`src/rtl/exmem_pkg.sv`:
```
// Shared types and helpers for the EX/MEM pipeline register.
package exmem_pkg;

   // Default field widths, matching the top-level parameter defaults.
   localparam int EXMEM_DATA_W = 32;
   localparam int EXMEM_RA_W   = 5;

   // WB/M control bits carried with every beat.
   typedef struct packed {
      logic regwr;
      logic m2r;
      logic memwr;
      logic memrd;
   } exmem_ctrl_t;

   // Full beat at default widths.
   typedef struct packed {
      exmem_ctrl_t              ctrl;
      logic [EXMEM_RA_W-1:0]    rd;
      logic [EXMEM_DATA_W-1:0]  aluout;
      logic [EXMEM_DATA_W-1:0]  stdata;
   } exmem_beat_t;

   // A killed beat keeps its data but must not write the register file or memory.
   function automatic exmem_ctrl_t kill_ctrl(input exmem_ctrl_t c);
      exmem_ctrl_t r;
      r       = c;
      r.regwr = 1'b0;
      r.memwr = 1'b0;
      return r;
   endfunction

endpackage

```
`src/rtl/exmem_pipe_reg.sv`:
```
// EX/MEM pipeline register with valid/ready handshake, optional 2-entry skid,
// per-beat kill and whole-stage flush.
module exmem_pipe_reg
   import exmem_pkg::*;
#(
   parameter int DATA_W  = 32,
   parameter int RA_W    = 5,
   parameter bit SKID_EN = 1'b1
) (
   input  logic              clk,
   input  logic              rst,
   input  logic              in_valid,
   output logic              in_ready,
   input  logic              in_regwr,
   input  logic              in_m2r,
   input  logic              in_memwr,
   input  logic              in_memrd,
   input  logic [RA_W-1:0]   in_rd,
   input  logic [DATA_W-1:0] in_aluout,
   input  logic [DATA_W-1:0] in_stdata,
   input  logic              kill,
   input  logic              flush,
   output logic              out_valid,
   input  logic              out_ready,
   output logic              out_regwr,
   output logic              out_m2r,
   output logic              out_memwr,
   output logic              out_memrd,
   output logic [RA_W-1:0]   out_rd,
   output logic [DATA_W-1:0] out_aluout,
   output logic [DATA_W-1:0] out_stdata,
   output logic [1:0]        occ
);

   // Beat layout at this instance's widths (package type covers the defaults).
   typedef struct packed {
      exmem_ctrl_t       ctrl;
      logic [RA_W-1:0]   rd;
      logic [DATA_W-1:0] aluout;
      logic [DATA_W-1:0] stdata;
   } beat_t;

   beat_t head_q, head_d;
   logic  head_v_q, head_v_d;
   beat_t skid_q;
   logic  skid_v_q;
   beat_t in_beat;
   logic  accept;
   logic  xfer;
   logic  head_free;

   assign accept    = in_valid & in_ready & ~flush;
   assign xfer      = head_v_q & out_ready;
   assign head_free = ~head_v_q | xfer;

   // Assemble the incoming beat, stripping side effects when killed.
   always_comb begin
      in_beat.ctrl.regwr = in_regwr;
      in_beat.ctrl.m2r   = in_m2r;
      in_beat.ctrl.memwr = in_memwr;
      in_beat.ctrl.memrd = in_memrd;
      in_beat.rd         = in_rd;
      in_beat.aluout     = in_aluout;
      in_beat.stdata     = in_stdata;
      if (kill) begin
         in_beat.ctrl = kill_ctrl(in_beat.ctrl);
      end
   end

   // Head next state: skid has priority over the incoming beat to keep FIFO order.
   always_comb begin
      head_d   = head_q;
      head_v_d = head_v_q;
      if (flush) begin
         head_v_d = 1'b0;
      end else if (head_free) begin
         if (skid_v_q) begin
            head_d   = skid_q;
            head_v_d = 1'b1;
         end else if (accept) begin
            head_d   = in_beat;
            head_v_d = 1'b1;
         end else begin
            head_v_d = 1'b0;
         end
      end
   end

   // Head register; data is held when the entry empties so payload outputs keep their last value.
   always_ff @(posedge clk or posedge rst) begin
      if (rst) begin
         head_q   <= '0;
         head_v_q <= 1'b0;
      end else begin
         head_q   <= head_d;
         head_v_q <= head_v_d;
      end
   end

   generate
      if (SKID_EN) begin : g_skid
         beat_t skid_d;
         logic  skid_v_d;

         // Skid catches the one beat accepted while the head is stalled; it
         // always drains into the head as soon as the head frees up.
         always_comb begin
            skid_d   = skid_q;
            skid_v_d = skid_v_q;
            if (flush) begin
               skid_v_d = 1'b0;
            end else if (head_free) begin
               skid_v_d = 1'b0;
            end else if (accept) begin
               skid_d   = in_beat;
               skid_v_d = 1'b1;
            end
         end

         // Skid register.
         always_ff @(posedge clk or posedge rst) begin
            if (rst) begin
               skid_q   <= '0;
               skid_v_q <= 1'b0;
            end else begin
               skid_q   <= skid_d;
               skid_v_q <= skid_v_d;
            end
         end

         // Ready comes straight from a flop: no combinational path from out_ready.
         assign in_ready = ~skid_v_q;
      end else begin : g_noskid
         assign skid_q   = '0;
         assign skid_v_q = 1'b0;
         assign in_ready = ~head_v_q | out_ready;
      end
   endgenerate

   assign out_valid  = head_v_q;
   assign out_regwr  = head_q.ctrl.regwr & head_v_q;
   assign out_memwr  = head_q.ctrl.memwr & head_v_q;
   assign out_memrd  = head_q.ctrl.memrd & head_v_q;
   assign out_m2r    = head_q.ctrl.m2r;
   assign out_rd     = head_q.rd;
   assign out_aluout = head_q.aluout;
   assign out_stdata = head_q.stdata;
   assign occ        = {1'b0, head_v_q} + {1'b0, skid_v_q};

endmodule
```
`config.mk`:
```
export PLATFORM = sky130hd
export DESIGN_NAME = exmem_pipe_reg
export DESIGN_NICKNAME = d
export VERILOG_FILES = /design/src/rtl/exmem_pkg.sv /design/src/rtl/exmem_pipe_reg.sv
export SDC_FILE = /design/constraint.sdc
export NUM_CORES = 1
export LEC_CHECK = 0
export CORE_UTILIZATION = 51
export CTS_CLUSTER_DIAMETER = 30
export DETAILED_ROUTE_END_ITERATION = 16
export MAX_ROUTING_LAYER = met4
export PLACE_DENSITY = 0.79
export SLEW_MARGIN = 10
export SYNTH_ARGS = -nofsm -noshare
export SYNTH_HDL_FRONTEND = slang
export SYNTH_SLANG_ARGS = --single-unit
```
`constraint.sdc`:
```
create_clock -name clk -period 6.06 [get_ports clk]
set_clock_uncertainty 0.05 [all_clocks]
set_input_delay 1.515 -clock clk [delete_from_list [all_inputs] [get_ports clk]]
set_output_delay 1.515 -clock clk [all_outputs]
set_load 0.03 [all_outputs]
```
# ---- Word-level counts from Yosys, hierarchy flattened
# Cells that the tools add are included.
dict set report totals {
  regBits 148
  latch_bits 0
  ram_bits 0
  mem_bits_ro 0
  input_bits 79
  wordCells 43
  n_memories 0
}
dict set report classes {
  add_sub_neg 1
  multipliers 0
  div 0
  n_lt_le_gt_ge 0
  n_eq_ne 0
  n_shift 0
  n_mux 10
  n_bitwise 11
  reduce_logical 5
}
# operator n
set op_table {}
lappend op_table {{73-bit 2-to-1 mux} 2}
lappend op_table {{1-bit 2-to-1 mux} 7}
lappend op_table {{1-bit AND} 6}
lappend op_table {{3-bit AND reduction} 2}
lappend op_table {{4-bit 2-to-1 mux} 1}
lappend op_table {{1-bit inverter} 4}
lappend op_table {{2-bit nonzero test} 2}
lappend op_table {{3-bit nonzero test} 1}
lappend op_table {{1-bit by 1-bit adder with 2-bit output} 1}
lappend op_table {{1-bit bitwise OR} 1}

# ---- Longest topological paths before layout
# Gate-level depths: netlist (run 1).
dict set report depth {
  ltp_word 7
  depth_mapped 6
  ltp_nobuf 3
}

# ---- Worst setup path before layout (run 1)
# OpenSTA, ideal clock, no wires.
dict set report synth_timing {
  kind {input to register}
  startpoint {input flush}
  endpoint {register skid_q[0] (netlist bit)}
  arrival_ps 2675
  required_time_ps 5885
  slack_ps 3210
  cell_stages 5
  path_buffers 2
  path_cell_list {or3b_1 -> nand3b_4 -> buf_12 -> buf_12 -> mux2_4}
}
dict set report synth_between {
  elab_chain_len 3
}
# item line
set synth_rtl {}
lappend synth_rtl {{start, declared} exmem_pipe_reg.sv:22} ;# input logic flush,
lappend synth_rtl {{1-bit inverter (no line) *} n/a}
lappend synth_rtl {{1-bit AND} exmem_pipe_reg.sv:52} ;# assign accept = in_valid & in_ready & ~flush;
lappend synth_rtl {{3-bit AND reduction (no line) *} n/a}
lappend synth_rtl {{end signal, assigned} exmem_pipe_reg.sv:126} ;# skid_q <= skid_d;
lappend synth_rtl {{end, declared} exmem_pipe_reg.sv:45} ;# beat_t skid_q;
# Every way passes the cells marked *; elsewhere a longest branch is shown, timed or not.
# A chain may end at the register's enable or synchronous reset.

# ---- Final worst setup path (run 1)
dict set report layout_timing {
  startpoint {register skid_v_q}
  endpoint {output in_ready}
}
dict set report layout_between {
  elab_chain_len 1
}
# item line
set layout_rtl {}
lappend layout_rtl {{start, declared} exmem_pipe_reg.sv:46} ;# logic skid_v_q;
lappend layout_rtl {{start signal, assigned} exmem_pipe_reg.sv:127} ;# skid_v_q <= skid_v_d;
lappend layout_rtl {{1-bit inverter} exmem_pipe_reg.sv:132} ;# assign in_ready = ~skid_v_q;
lappend layout_rtl {{end, declared} exmem_pipe_reg.sv:13} ;# output logic in_ready,
# No other way between the ends.

==> run_results.csv, run 1 <==
group,metric,value,unit
run_status,status,"finished, final reports clean",
worst_hold_path,hold_class,"reg2reg",
global_route,grt_usage,19.31,%
critical_path,crit_slowest_cell,"dfrtp_4",
clocking,cts_resized,0,
die,die_area,14780,um2
sta,fin_setup_tns,0,ns
synth,ys_seq_elements,148,
routing,drt-met1-wl,5970,um
sta,rsz0062_at_grt,"no",
place,dpl.hpwl,8374,um
clocking,htree_levels,4,
clocking,cts.path.max_buffers,2,
sta,max-slew-margin-rel,30.20,%
power,p_seq_share,42.5,%
routing,met2WireLength,6322,um
power,vdd_drop_max,0.2015,mV
power,pwr-share-clk,31.8,%
global_route,grt_max_degree,108,
die,rows,43,
critical_path,crit_type,"reg2out",
sta,drv_slew,0,
flow_run,maxCapViolations,0,
critical_path,cp_max_fo,74,
global_route,grt_pass1_vias,4166,
synth,yosysSeqAreaShare,50.78,%
place,gp_congestion,0.7211,
routing,first_pass_iters,4,
routing,drt-wirelength-per-cell,17.23,um
die,die_y,121.6,um
cells_and_area,mostFrequentLayoutCells,"155 x clkdlybuf4s50_1, 147 x dfrtp_1, 77 x mux2_2",
power,switching_share,26.88,%
critical_path,worst_setup_path_start_kind,"flop",
sta,period_needed,4.048,ns
synth,synth_cell_type_count,21,
global_route,grt_first_pass_wirelength,21130,um
routing,drt_iter0_markers,135,
power,p_leak,3.998,nW
cells_and_area,final_common_cell,"clkdlybuf4s50_1",
routing,ant_nets,0,
synth,synthesis.nets,558,
global_route,antenna_found_initial,0,
routing,dr_wl_met3,476,um
cells_and_area,nets,642,
sta,fmax,0.2470,GHz
synth,ys_warn_count,0,
critical_path,cp.required,4.49,ns
cells_and_area,area_growth,22.44,%
critical_path,cp-end-kind,"output port",
cells_and_area,n_antenna_cell,0,
routing,maxUsedRoutingLayer,"met4",
die,io-pin-count,156,
routing,drc,0,
clocking,clk_latency,0.41,ns
routing,wl,12990,um
die,core,13930,um2
sta,hold_viol,0,
power,p_comb_share,25.7,%
clocking,clock-root-buffer,"clkbuf_16",
global_route,overflow,0,
critical_path,arrival,2.48,ns
power,internal-power,2.336,mW
routing,vias,3852,
cells_and_area,instances_no_fill,754,
die,start_util,52.34,%
place,numPortBuffers,155,
sta,tightest_slew,1.047,ns
cells_and_area,drive_gt1_share,31.36,%
cells_and_area,regArea,3707,um2
die,die_w,121.6,um
sta,finalSetupViolCount,0,
synth,syn_area,7293,um2
clocking,clock-sinks,148,
clocking,numCtsBuffers,17,
routing,via_per_inst,5.109,
cells_and_area,fill_cells,1007,
synth,synthCells,478,
power,p_per_area,357.8,nW/um2
critical_path,critPathMaxStageDelay,1.05,ns
clocking,cts_tree,"built",
critical_path,path_cells,"inv_2, clkdlybuf4s50_1",
power,power.switching,0.8586,mW
critical_path,rrSetupSlack,2.72,ns
clocking,hold_buffers,0,
place,dpl.cell_count,723,
sta,fin_crit_sh,66.80,%
clocking,post_cts_buffers,0,
clocking,clk_pin_slew,0.06,ns
synth,synth.avg_cell_area,15.26,um2
cells_and_area,multiInputGateArea,2830,um2
power groups by stage:
stage / clock network [mW] / registers (mW) / logic, mW
floorplan: 0 / 1.32 / 0.676
global placement: 0 / 1.36 / 0.808
detailed placement: 0 / 1.37 / 0.831
CTS: 1.04 / 1.36 / 0.831
global route: 1.08 / 1.39 / 0.873
finish: 1.02 / 1.36 / 0.821
flip-flops by register name (all words and copies together) (netlist names):
signal	count
skid_q	73
out_aluout	32
out_stdata	32
out_rd	5
head_q	3
out_m2r	1
out_valid	1
skid_v_q	1
critical path: cells and delay by family (launching register included):
family,cells,cell delay (ns)
flops,1,1.05
buf+inv,2,0.90
cell usage after synthesis (all sizes together):
cell type  instances  area [um2]
mux2             215        2684
dfrtp            148        3704
buf               92       745.7
inv                4       15.01
mux2i              4       40.04
and2               3       18.77
nor2b              3       18.77
nor2               2       7.510
clkbuf             1       3.750
ha                 1       12.51
nand2              1       3.750
nand3b             1       20.02
nor3               1       5.000
or3                1       6.260
or3b               1       8.760
per-layer routing:
metal	vias up	GRT usage, %
met3	19	3.979
li1	1770	-
met5	-	-
met1	1963	24.79
met4	0	7.407
met2	100	30.15
stage by stage:
step           hold slack, ns  power (mW)  instance area [um2]  utilization (%)  setup slack (ns)
2_1_floorplan          0.3997       1.999                 7293                -            0.5153
3_3_place_gp           0.4105       2.165                 8357            59.97             1.928
3_5_place_dp           0.4237       2.196                 8357            59.97             1.894
4_1_cts                0.4363       3.231                 8930            64.08             1.955
5_1_grt                0.4560       3.341                 8930            64.08             1.871
6_report               0.4328       3.195                 8930            64.08             2.012
cells by family (layout without fill, tap and decap cells):
family | Yosys count | count (layout) | share of synthesized area [%]
adders and majority gates | 1 | 1 | 0.1715
buffers and inverters | 97 | 193 | 10.48
DFF | 148 | 148 | 50.78
muxes | 219 | 219 | 37.35
and+or+nand+nor | 13 | 13 | 1.218
final cells by class:
cell class / instances / share of cell area [%]
Clock buffer: 27 / 5.633
Tap cell: 180 / 2.522
Multi-Input combinational cell: 233 / 31.69
Clock inverter: 4 / 0.7846
Timing Repair Buffer: 158 / 17.63
Inverter: 4 / 0.2242
Sequential cell: 148 / 41.52
worst paths after layout:
path,start,endpoint,cells past startpoint
setup reg to reg,skid_v_q$_DFFE_PP0P_,skid_q[26]$_DFFE_PP0P_,4
hold / removal,out_rd[4]$_DFFE_PP0P_,out_rd[4]$_DFFE_PP0P_,1
min in group asynchronous,rst,out_stdata[24]$_DFFE_PP0P_,2
setup / recovery,skid_v_q$_DFFE_PP0P_,in_ready,2
hold reg to reg,out_rd[4]$_DFFE_PP0P_,out_rd[4]$_DFFE_PP0P_,1
max in group asynchronous,rst,skid_q[12]$_DFFE_PP0P_,3
No activity file was read; power rests on OpenSTA's default activity.
==> run 2: changes to the inputs <==
CORE_UTILIZATION = 46   (was 51)
PLACE_DENSITY = 0.75   (was 0.79)
clock period = 3.35 ns   (was 6.06 ns; I/O delays follow)
==> run_results.csv, run 2 (synthesis results as in run 1) <==
group,metric,value,unit
run_status,status,"finished, final reports clean",
global_route,grt_first_pass_wirelength,21940,um
sta,setup_slack,0.6049,ns
critical_path,reg2reg_to,"out_stdata[11]$_DFFE_PP0P_",
sta,period_needed,2.745,ns
clocking,clock-sinks,148,
clocking,cts_resized,0,
cells_and_area,final_common_cell,"clkdlybuf4s50_1",
global_route,grt_usage,18.09,%
cells_and_area,finalCoreUtilization,58.85,%
clocking,numCtsBuffers,17,
sta,finalSetupViolCount,0,
clocking,post_cts_buffers,0,
flow_run,maxCapViolations,0,
die,die_area,16360,um2
global_route,grt_max_degree,70,
critical_path,rrSetupSlack,1.08,ns
critical_path,critPathMaxStageDelay,0.68,ns
clocking,clk_pin_slew,0.06,ns
critical_path,worst_setup_path_start_kind,"flop",
critical_path,cp-end-kind,"output port",
critical_path,cp_max_fo,4,
clocking,cts.path.max_buffers,2,
cells_and_area,largest_reg_flops,73,
worst_hold_path,hold_path_end,"out_aluout[23]$_DFFE_PP0P_",
cells_and_area,fin_area,9012,um2
place,pre_cts_slack,0.5084,ns
place,dpl.hpwl,8878,um
die,rows,45,
critical_path,cp.required,2.46,ns
routing,ant_nets,0,
worst_hold_path,hold_class,"reg2reg",
cells_and_area,mostFrequentLayoutCells,"155 x clkdlybuf4s50_1, 147 x dfrtp_1, 77 x mux2_2",
sta,drv_slew,0,
routing,wl,13280,um
critical_path,path_cells,"ha_1, clkdlybuf4s50_1",
sta,fmax,0.3643,GHz
critical_path,r2r-start,"skid_v_q$_DFFE_PP0P_",
clocking,hold_buffers,0,
cells_and_area,area_growth,23.57,%
critical_path,crit_slowest_cell,"clkdlybuf4s50_1",
sta,fin_setup_tns,0,ns
die,die_y,127.9,um
sta,tightest_slew,0.7121,ns
global_route,overflow,0,
clocking,htree_levels,4,
critical_path,path_buf_inv,1,
power,vdd_drop_max,0.3706,mV
power,total_power,5.739,mW
sta,hold_viol,0,
routing,drt-wirelength-per-cell,16.90,um
sta,max-slew-margin-rel,52.53,%
global_route,grt_pass1_vias,4263,
routing,via_per_inst,4.920,
critical_path,arrival,1.86,ns
global_route,antenna_found_initial,0,
place,placed_cell_area,8469,um2
sta,fin_crit_sh,81.94,%
cells_and_area,instances_no_fill,786,
cells_and_area,drive_gt1_share,32.17,%
place,dpl.cell_count,759,
clocking,clk_latency,0.41,ns
place,gp_congestion,0.7695,
clocking,cts_tree,"built",
die,die_w,127.9,um
routing,drt_iter0_markers,183,
routing,vias,3867,
die,io-pin-count,156,
worst_hold_path,worstHoldStart,"out_aluout[23]$_DFFE_PP0P_",
clocking,clock-root-buffer,"clkbuf_16",
die,core,15310,um2
sta,worst_hold_slack,0.4320,ns
die,start_util,47.62,%
cells_and_area,n_antenna_cell,0,
critical_path,crit_family,"buffers and inverters",
critical_path,ff2ff_path_depth,5,
power,p_leak,4.017,nW
cells_and_area,nets,647,
worst_hold_path,hold_path_depth,1,
routing,drc,0,
place,numPortBuffers,155,
routing,first_pass_iters,3,
power,p_per_area,636.8,nW/um2
cells_and_area,largest_register,"skid_q",
sta,rsz0062_at_grt,"no",
critical_path,crit_type,"reg2out",
## run 2: cell count changes in the layout (fill, tap and decap cells not counted)
cell and delta:
buf_4 +2, clkinvlp_4 +2, clkinv_2 +1, clkbuf_8 -2
inv_6 -1, buf_12 +3, clkbuf_1 -4
## run 2: cell type report
cell class,count,area (um2)
clock inverter,6,82.58
clock buffer,21,460.4
fill,1229,6302
tap,211,264.0
timing repair buffer,163,1649
sequential,148,3707
inverter,4,18.77
multi-input combinational,233,2830
## run 2: layer usage
metal	GRT usage [%]	vias to the layer above	part of all wire [%]
li1	-	1766	-
met1	22.64	1996	46
met2	28.71	94	49
met3	4.841	11	4.1
met4	5.536	0	1.2
met5	-	-	0
## run 2: how the worst max path moves through the flow
stage / startpoint / endpoint / slack, ns / depth (start not counted)
4_1_cts: skid_v_q$_DFFE_PP0P_ / occ[0] / 0.58 / 2
3_3_place_gp: flush / skid_q[9]$_DFFE_PP0P_ / 0.57 / 5
5_1_grt: skid_v_q$_DFFE_PP0P_ / occ[0] / 0.57 / 2
3_5_place_dp: flush / skid_q[54]$_DFFE_PP0P_ / 0.51 / 5
2_1_floorplan: rst / head_q[69]$_DFFE_PP0P_ / 0.60 / 1
6_report: skid_v_q$_DFFE_PP0P_ / occ[0] / 0.60 / 2
## run 2: power by group
group,switching [mW],total (mW),internal [mW],leakage [nW]
combinational,0.656,1.50,0.847,1.97
sequential,0.232,2.45,2.22,1.78
clock,0.678,1.79,1.11,0.266
==> run 3: changes to the inputs <==
clock period = 2.21 ns   (was 3.35 ns; I/O delays follow)
==> run_results.csv, run 3 (synthesis results as in run 1) <==
group,metric,value,unit
cells_and_area,largest_register,"skid_q",
cells_and_area,area_growth,27.23,%
critical_path,critPathMaxStageDelay,0.51,ns
clocking,numCtsBuffers,17,
die,die_w,127.9,um
routing,drt_iter0_markers,154,
place,dpl.cell_count,770,
die,io-pin-count,156,
run_status,status,"finished, final reports clean",
sta,drv_slew,0,
cells_and_area,n_antenna_cell,0,
power,vdd_drop_max,0.5757,mV
die,core,15310,um2
routing,ant_nets,0,
clocking,htree_levels,4,
critical_path,cp.required,1.61,ns
clocking,post_cts_buffers,0,
global_route,grt_first_pass_wirelength,22690,um
sta,tightest_slew,0.3623,ns
cells_and_area,drive_gt1_share,34.52,%
cells_and_area,final_common_cell,"clkdlybuf4s50_1",
worst_hold_path,hold_class,"in2async",
cells_and_area,instances_no_fill,802,
critical_path,cp_max_fo,37,
sta,rsz0062_at_grt,"no",
sta,finalSetupViolCount,0,
routing,drc,0,
global_route,grt_max_degree,74,
clocking,clk_latency,0.41,ns
global_route,overflow,0,
power,p_leak,4.170,nW
place,gp_congestion,0.7671,
sta,fin_setup_tns,0,ns
routing,vias,3919,
clocking,hold_buffers,0,
clocking,clock-sinks,148,
clocking,cts_tree,"built",
sta,fin_crit_sh,93.87,%
global_route,antenna_found_initial,0,
critical_path,arrival,1.47,ns
place,numPortBuffers,155,
die,rows,45,
sta,hold_viol,0,
global_route,grt_pass1_vias,4288,
cells_and_area,largest_reg_flops,73,
routing,drt-wirelength-per-cell,17.79,um
sta,fmax,0.4821,GHz
global_route,grt_usage,18.87,%
power,p_per_area,963.5,nW/um2
clocking,clk_pin_slew,0.05,ns
routing,via_per_inst,4.887,
place,dpl.hpwl,9438,um
cells_and_area,finalCoreUtilization,60.59,%
critical_path,worst_setup_path_start_kind,"flop",
critical_path,cp-end-kind,"output port",
die,die_y,127.9,um
routing,wl,14270,um
cells_and_area,nets,659,
die,start_util,47.62,%
power,total_power,8.941,mW
critical_path,crit_slowest_cell,"dfrtp_4",
clocking,cts.path.max_buffers,2,
sta,period_needed,2.074,ns
routing,first_pass_iters,4,
cells_and_area,mostFrequentLayoutCells,"148 x clkdlybuf4s50_1, 147 x dfrtp_1, 77 x mux2_2",
sta,max-slew-margin-rel,75.77,%
clocking,clock-root-buffer,"clkbuf_16",
die,die_area,16360,um2
critical_path,crit_type,"reg2out",
flow_run,maxCapViolations,0,
critical_path,path_cells,"buf_16, inv_2, buf_4",
-- run 3: timing repair --
item                                   in CTS  in global routing
cloned                                      0                  1
endpoints found under the hold margin       0                  0
gates resized for setup                     7                  1
setup endpoints to repair                   6                  2
-- run 3: metrics by stage --
stage               hold WS, ns  setup slack, ns  area, um2
CTS                      0.4301          0.01059       9259
global placement         0.4131          -0.1505       8660
finish                   0.4325           0.1356       9279
detailed placement       0.4237          -0.2257       8660
floorplan                0.3997          -0.2535       7297
global route             0.4459          0.06043       9279
-- run 3: area by class of cell --
cell class              instances  area (um2)
multi-input cells             233        2830
clock inverters                 7       95.09
clock buffers                  24       501.7
fillers                      1156        6036
inverters                       4       18.77
repair buffers                175        1862
flip-flops and latches        148        3707
well taps                     211       264.0
-- run 3: worst max-delay path, delay by kind of cell (launching register included) --
family	cells	cell delay (ns)
buffers and inverters	3	0.53
flip-flops	1	0.51
-- run 3: per-layer routing --
layer	part of all wire (%)	GRT usage, %	vias to the layer above
met1	44	23.75	2018
met5	0	-	-
met3	3.6	4.591	11
met2	51	30.24	95
met4	1.0	5.606	0
li1	-	-	1795
-- run 3: final timing paths --
kind / startpoint / end / slack, ns / cells past startpoint
min reg2reg: out_stdata[26]$_DFFE_PP0P_ / out_stdata[26]$_DFFE_PP0P_ / 0.43 / 1
max in group asynchronous: rst / skid_v_q$_DFFE_PP0P_ / 1.09 / 3
min in group clk: out_stdata[26]$_DFFE_PP0P_ / out_stdata[26]$_DFFE_PP0P_ / 0.43 / 1
max reg2reg: skid_v_q$_DFFE_PP0P_ / out_aluout[4]$_DFFE_PP0P_ / 0.33 / 6
max: skid_v_q$_DFFE_PP0P_ / in_ready / 0.14 / 3
min: rst / out_aluout[4]$_DFFE_PP0P_ / 0.43 / 2
-- run 3: power breakdown --
part | internal [mW] | total, mW | switching, mW | leakage [nW]
sequential | 3.36 | 3.71 | 0.351 | 1.78
combinational | 1.31 | 2.33 | 1.02 | 2.09
clock | 1.81 | 2.90 | 1.09 | 0.293
